$ cat config.mk
export PLATFORM = sky130hd
export DESIGN_NAME = qpsk_rx_sequencer
export DESIGN_NICKNAME = d
export VERILOG_FILES = /design/src/rtl/qpsk_rx_sequencer.sv
export SDC_FILE = /design/constraint.sdc
export NUM_CORES = 1
export LEC_CHECK = 0
export BUFFER_PORTS_ARGS = -buffer_cell sky130_fd_sc_hd__buf_2
export CAP_MARGIN = 10
export CORE_MARGIN = 5
export CORE_UTILIZATION = 30
export CTS_BUF_LIST = sky130_fd_sc_hd__clkbuf_2
export CTS_CLUSTER_DIAMETER = 200
export DETAILED_ROUTE_END_ITERATION = 8
export GPL_TIMING_DRIVEN = 0
export SLEW_MARGIN = 20
export SYNTH_ARGS = -nofsm -noshare
export SYNTH_HDL_FRONTEND = slang
export SYNTH_SLANG_ARGS = --single-unit
$ cat constraint.sdc
create_clock -name clk -period 1.7 [get_ports clk]
set_input_delay 0.17 -clock clk [delete_from_list [all_inputs] [get_ports clk]]
set_output_delay 0.17 -clock clk [all_outputs]
set_load 0.01 [all_outputs]
$ cat src/rtl/qpsk_rx_sequencer.sv
// Purpose: symbol strobe, filter warm-up, sync-word hunt and dibit-to-byte packing after the QPSK demodulator.
// Latency: byte_valid/byte_data/frame_done/locked update on the edge that samples the relevant dibit (1 cycle).
// Backpressure: single byte register; a byte completing while the previous one is unconsumed is dropped and overflow latches.
module qpsk_rx_sequencer #(
  parameter int unsigned SPS           = 16,
  parameter int unsigned WARMUP        = 64,
  parameter logic [15:0] SYNC_WORD     = 16'hA5F0,
  parameter int unsigned PAYLOAD_BYTES = 8
) (
  input  logic       clk,
  input  logic       rst,
  input  logic       enable,
  input  logic       i_bit,
  input  logic       q_bit,
  output logic       sym_tick,
  output logic       locked,
  output logic [7:0] byte_data,
  output logic       byte_valid,
  input  logic       byte_ready,
  output logic       frame_done,
  output logic       overflow
);

  localparam int unsigned SYM_W = (SPS > 1) ? $clog2(SPS) : 1;
  localparam int unsigned WU_W  = $clog2(WARMUP + 1);

  typedef enum logic [1:0] {
    S_IDLE    = 2'd0,
    S_WARMUP  = 2'd1,
    S_HUNT    = 2'd2,
    S_PAYLOAD = 2'd3
  } state_t;

  state_t           r_state;
  state_t           w_state_nxt;
  logic [SYM_W-1:0] r_sym_cnt;
  logic             r_sym_tick;
  logic [WU_W-1:0]  r_warm_cnt;
  logic [15:0]      r_sreg;
  logic [3:0]       r_hunt_cnt;
  logic [5:0]       r_byte_sh;
  logic [1:0]       r_dibit_cnt;
  logic [7:0]       r_byte_cnt;
  logic [7:0]       r_byte_data;
  logic             r_byte_valid;
  logic             r_frame_done;
  logic             r_overflow;

  logic [15:0]      w_sreg_nxt;
  logic [3:0]       w_hunt_cnt_nxt;
  logic [7:0]       w_byte_nxt;
  logic             w_hunt_shift;
  logic             w_match;
  logic             w_pay_shift;
  logic             w_byte_done;
  logic             w_frame_end;

  assign sym_tick   = r_sym_tick;
  assign locked     = (r_state == S_PAYLOAD);
  assign byte_data  = r_byte_data;
  assign byte_valid = r_byte_valid;
  assign frame_done = r_frame_done;
  assign overflow   = r_overflow;

  // State register.
  always_ff @(posedge clk or posedge rst) begin
    if (rst) r_state <= S_IDLE;
    else     r_state <= w_state_nxt;
  end

  // Next-state decode plus the per-tick shift/complete strobes that drive the datapath.
  always_comb begin
    w_state_nxt    = r_state;
    w_hunt_shift   = 1'b0;
    w_match        = 1'b0;
    w_pay_shift    = 1'b0;
    w_byte_done    = 1'b0;
    w_frame_end    = 1'b0;
    w_sreg_nxt     = {r_sreg[13:0], i_bit, q_bit};
    w_hunt_cnt_nxt = (r_hunt_cnt == 4'd8) ? 4'd8 : r_hunt_cnt + 4'd1;
    w_byte_nxt     = {r_byte_sh, i_bit, q_bit};
    if (!enable) begin
      w_state_nxt = S_IDLE;
    end else begin
      case (r_state)
        S_IDLE: w_state_nxt = S_WARMUP;
        S_WARMUP: begin
          if (r_warm_cnt == WU_W'(WARMUP - 1)) w_state_nxt = S_HUNT;
        end
        S_HUNT: begin
          if (r_sym_tick) begin
            w_hunt_shift = 1'b1;
            if ((w_hunt_cnt_nxt == 4'd8) && (w_sreg_nxt == SYNC_WORD)) begin
              w_match     = 1'b1;
              w_state_nxt = S_PAYLOAD;
            end
          end
        end
        S_PAYLOAD: begin
          if (r_sym_tick) begin
            w_pay_shift = 1'b1;
            if (r_dibit_cnt == 2'd3) begin
              w_byte_done = 1'b1;
              if (r_byte_cnt == 8'(PAYLOAD_BYTES - 1)) begin
                w_frame_end = 1'b1;
                w_state_nxt = S_HUNT;
              end
            end
          end
        end
        default: w_state_nxt = S_IDLE;
      endcase
    end
  end

  // Symbol counter and registered strobe; phase restarts only on leaving IDLE.
  always_ff @(posedge clk or posedge rst) begin
    if (rst) begin
      r_sym_cnt  <= '0;
      r_sym_tick <= 1'b0;
    end else if (!enable || (r_state == S_IDLE)) begin
      r_sym_cnt  <= '0;
      r_sym_tick <= 1'b0;
    end else begin
      r_sym_tick <= (r_sym_cnt == SYM_W'(SPS - 1));
      r_sym_cnt  <= (r_sym_cnt == SYM_W'(SPS - 1)) ? '0 : r_sym_cnt + SYM_W'(1);
    end
  end

  // Filter settling counter, active only while in WARMUP.
  always_ff @(posedge clk or posedge rst) begin
    if (rst)                                   r_warm_cnt <= '0;
    else if (!enable || (r_state == S_IDLE))   r_warm_cnt <= '0;
    else if (r_state == S_WARMUP)              r_warm_cnt <= r_warm_cnt + WU_W'(1);
  end

  // Sync hunt shift register and saturating dibit count; cleared after each frame.
  always_ff @(posedge clk or posedge rst) begin
    if (rst) begin
      r_sreg     <= '0;
      r_hunt_cnt <= '0;
    end else if (!enable || w_frame_end) begin
      r_sreg     <= '0;
      r_hunt_cnt <= '0;
    end else if (w_hunt_shift) begin
      r_sreg     <= w_sreg_nxt;
      r_hunt_cnt <= w_hunt_cnt_nxt;
    end
  end

  // Payload byte assembler and frame byte counter; frame_done pulses after the last byte.
  always_ff @(posedge clk or posedge rst) begin
    if (rst) begin
      r_byte_sh    <= '0;
      r_dibit_cnt  <= '0;
      r_byte_cnt   <= '0;
      r_frame_done <= 1'b0;
    end else begin
      r_frame_done <= w_frame_end;
      if (!enable || w_match) begin
        r_byte_sh   <= '0;
        r_dibit_cnt <= '0;
        r_byte_cnt  <= '0;
      end else if (w_pay_shift) begin
        r_byte_sh   <= w_byte_nxt[5:0];
        r_dibit_cnt <= r_dibit_cnt + 2'd1;
        if (w_byte_done) r_byte_cnt <= r_byte_cnt + 8'd1;
      end
    end
  end

  // Output byte register: load when empty or being drained, otherwise drop and flag overflow.
  always_ff @(posedge clk or posedge rst) begin
    if (rst) begin
      r_byte_data  <= '0;
      r_byte_valid <= 1'b0;
      r_overflow   <= 1'b0;
    end else if (w_byte_done && (!r_byte_valid || byte_ready)) begin
      r_byte_data  <= w_byte_nxt;
      r_byte_valid <= 1'b1;
    end else begin
      if (w_byte_done)                 r_overflow   <= 1'b1;
      if (r_byte_valid && byte_ready)  r_byte_valid <= 1'b0;
    end
  end

endmodule
==> results.json <==
{
  "final_util_pct": 39.0,
  "crit_slowest_cell": "dfrtp_2",
  "p_leak_uw": 0.00161,
  "rsz0062_at_grt": "true",
  "timing.critical_path.cells": "buf_6 > ha_4 > and4bb_1 > a211oi_4 > o41ai_4 > buf_4 > buf_6 > nor2_1",
  "die_w_um": 106,
  "antenna_found_initial": 0,
  "start_util_pct": 31.1,
  "gp_congestion": 0.730,
  "nets": 329,
  "port_buffers": 17,
  "worstPathArrival_ns": 2.26,
  "finalCritPeriodShare_pct": 112,
  "clkSinkCount": 59,
  "drtIter0Drc": 107,
  "cap_violations": 0,
  "drc": 0,
  "area_growth_pct": 25.4,
  "ys_async_sr_fraction_pct": 100,
  "grt_usage_pct": 10.4,
  "syn_inst": 269,
  "hold_path.class": "input pin to asynchronous set/reset pin",
  "critical_path.max_stage_delay_ns": 0.45,
  "ant_nets": 0,
  "final_max_slew_viol_count": 0,
  "max_slew_margin_pct": 53.6,
  "timing.fmax_mhz": 527,
  "crit_path_end_kind": "register",
  "drt_first_pass_iters": 4,
  "avgRoutedWirePerCell_um": 13.1,
  "required_ns": 2.06,
  "vias_per_cell": 4.78,
  "clkLatencyLatePin_ns": 0.46,
  "min_period_ns": 1.90,
  "setup_viol_count_final": 17,
  "path_max_fanout": 5,
  "synth_cell_types": 45,
  "clk_pin_slew_worst_paths_ns": 0.17,
  "die_area_sq_um": 11200,
  "htree_levels": 3,
  "power-per-cell-area_nw_per_um2": 776,
  "grt_max_degree": 46,
  "violations": "negative setup slack",
  "status": "complete, but fails checks",
  "hold_viol": 0,
  "ys_seq_area_share_pct": 53.8,
  "synth.net_count": 281,
  "crit_start": "r_hunt_cnt[0]",
  "synth_flop_cell": "dfrtp_1",
  "hold_ws_ns": 0.160,
  "fin_skew_ns": 0.0166,
  "worstSetupPathType": "register to register",
  "synth_top_area_share_pct": 53.8,
  "crit_path_frequent_cell": "buf_6",
  "critPathLaunchType": "register",
  "antenna_cells": 0,
  "cts_made_buffers": 9,
  "tightest_slew_ns": 0.692,
  "ios": 19,
  "synth.ff_latch_count": 59,
  "worst_slack_ns": -0.198,
  "cts_buffer_depth": 2,
  "grt_pass1_vias": 1886,
  "grt_pass1_wl_mm": 9.36,
  "ys_top_cells_by_area": "dfrtp_1 54%, nand2_1 7.9%, a21oi_1 4.9%",
  "synth_area_sq_um": 2740,
  "drive_gt1_share_pct": 28.3,
  "vdd_ir_drop_max_v": 0.000373,
  "cts_root_buffer": "clkbuf_2",
  "die-height_um": 106,
  "synth_top_area_cell": "dfrtp_1",
  "fillCellCount": 823,
  "avgSynthCellArea_sq_um": 10.2,
  "yosys_warnings": 0,
  "synth_edf_count": 0,
  "core_sq_um": 8810,
  "tns_ns": -2.74,
  "reg2reg_from": "r_hunt_cnt[0]",
  "vias": 2055,
  "grt_overflow": 0,
  "rows": 34,
  "dpl.hpwl_mm": 3.52,
  "routed_wl_mm": 5.63,
  "tritoncts": "yes"
}
-- Yosys cell counts (2+ instances only) --
cell / number
and4b_1: 2
nor2b_1: 2
nand3_1: 3
nor4_1: 3
buf_2: 5
and3b_1: 2
a21oi_1: 27
nor2_1: 23
nor3_1: 6
inv_1: 9
nand4_1: 6
nand2b_1: 2
nand2_1: 58
o31a_1: 2
ha_1: 6
a31oi_1: 2
xor2_1: 7
and3_1: 3
xnor2_1: 8
dfrtp_1: 59
buf_4: 3
mux2_2: 8
-- final timing paths --
path                                       to  depth (start not counted)  slack (ns)
worst max-delay path            r_byte_cnt[5]                          8       -0.20
worst min register to register   r_sym_cnt[0]                          1        0.51
max in group asynchronous       r_hunt_cnt[0]                          4        1.05
worst max register to register  r_byte_cnt[5]                          8       -0.20
worst min-delay path            r_byte_cnt[3]                          3        0.16
min in group clk                 r_sym_cnt[0]                          1        0.51
-- metal layers --
layer	vias up	GRT usage, %	wire length, um
met5	-	0	0
met4	0	4.44	57
met3	8	2.44	125
met2	22	15.1	2650
met1	1005	14.7	2790
li1	1020	-	-
-- layout make-up --
cell class,count,area (sq um),share of cell area (%)
clock inverter,6,104,3.02
multi-input combinational,190,1270,36.9
timing repair buffer,38,287,8.33
buffer,10,77.6,2.26
clock buffer,10,50.0,1.46
inverter,9,36.3,1.06
tap,108,135,3.93
sequential,59,1480,43.0
-- per-stage QoR --
stage	cells	cell area (sq um)	total power, uW	worst slack, ns
after floorplan	269	2750	1500	-0.0229
after global placement	394	2970	1530	-0.724
after detailed placement	395	3000	1540	-0.315
after CTS	427	3370	2710	-0.183
after global routing	430	3440	2800	-0.231
final	430	3440	2670	-0.198
-- flip-flops by register name (all words and copies together), names as in the netlist --
| signal | cells |
|---|---|
| r_sym_cnt | 4 |
| r_byte_cnt | 8 |
| byte_valid | 1 |
| overflow | 1 |
| r_byte_sh | 6 |
| r_dibit_cnt | 2 |
| r_hunt_cnt | 4 |
| r_state | 2 |
| sym_tick | 1 |
| r_sreg | 14 |
| r_warm_cnt | 7 |
| byte_data | 8 |
| frame_done | 1 |
-- logic make-up after synthesis --
kind of cell	after synthesis	share of synthesized area (%)
and+or+nand+nor	119	21.6
DFF	59	53.8
AOI/OAI and AO/OA	41	9.67
buffers and inverters	20	3.69
xor gates and xnor gates	15	4.79
muxes	9	3.65
adders and majority gates	6	2.74
-- layout by cell type (no fill, tap or decap), types with 3 or more instances in the layout --
cell type       n
nor2_1         22
bufinv_16       3
a21oi_2         7
nand3_1         3
xor2_1          7
buf_6           5
nor4_2          3
nand4_1         6
xnor2_1         8
dfrtp_1        57
mux2_4          5
clkbuf_2       10
dlygate4sd3_1   5
buf_4          14
nor3_1          5
a21oi_1        20
mux2_2          3
buf_2          20
ha_1            5
nand2_1        57
inv_1           8
-- worst max-delay path: cells and delay by family, from the launching register on --
kind,cells,cell delay (ns)
flops,1,0.45
buf+inv,3,0.44
compound gates,2,0.42
simple gates,2,0.33
fa+ha+maj,1,0.15
-- power breakdown --
part	switching, uW	internal, uW
registers	4.20	1410
clock network	504	632
logic	70.9	46.9
-- timing repair --
action                                  in CTS  in global routing
pin swaps                                    8                  2
gates resized for setup                     20                 16
hold buffers                                 5                  0
hold endpoints to repair                    68                  0
cloned                                       1                  0
buffers inserted                            10                  5
endpoints found under the setup margin      34                 37
Note: power is estimated with default switching activity, not from simulation.
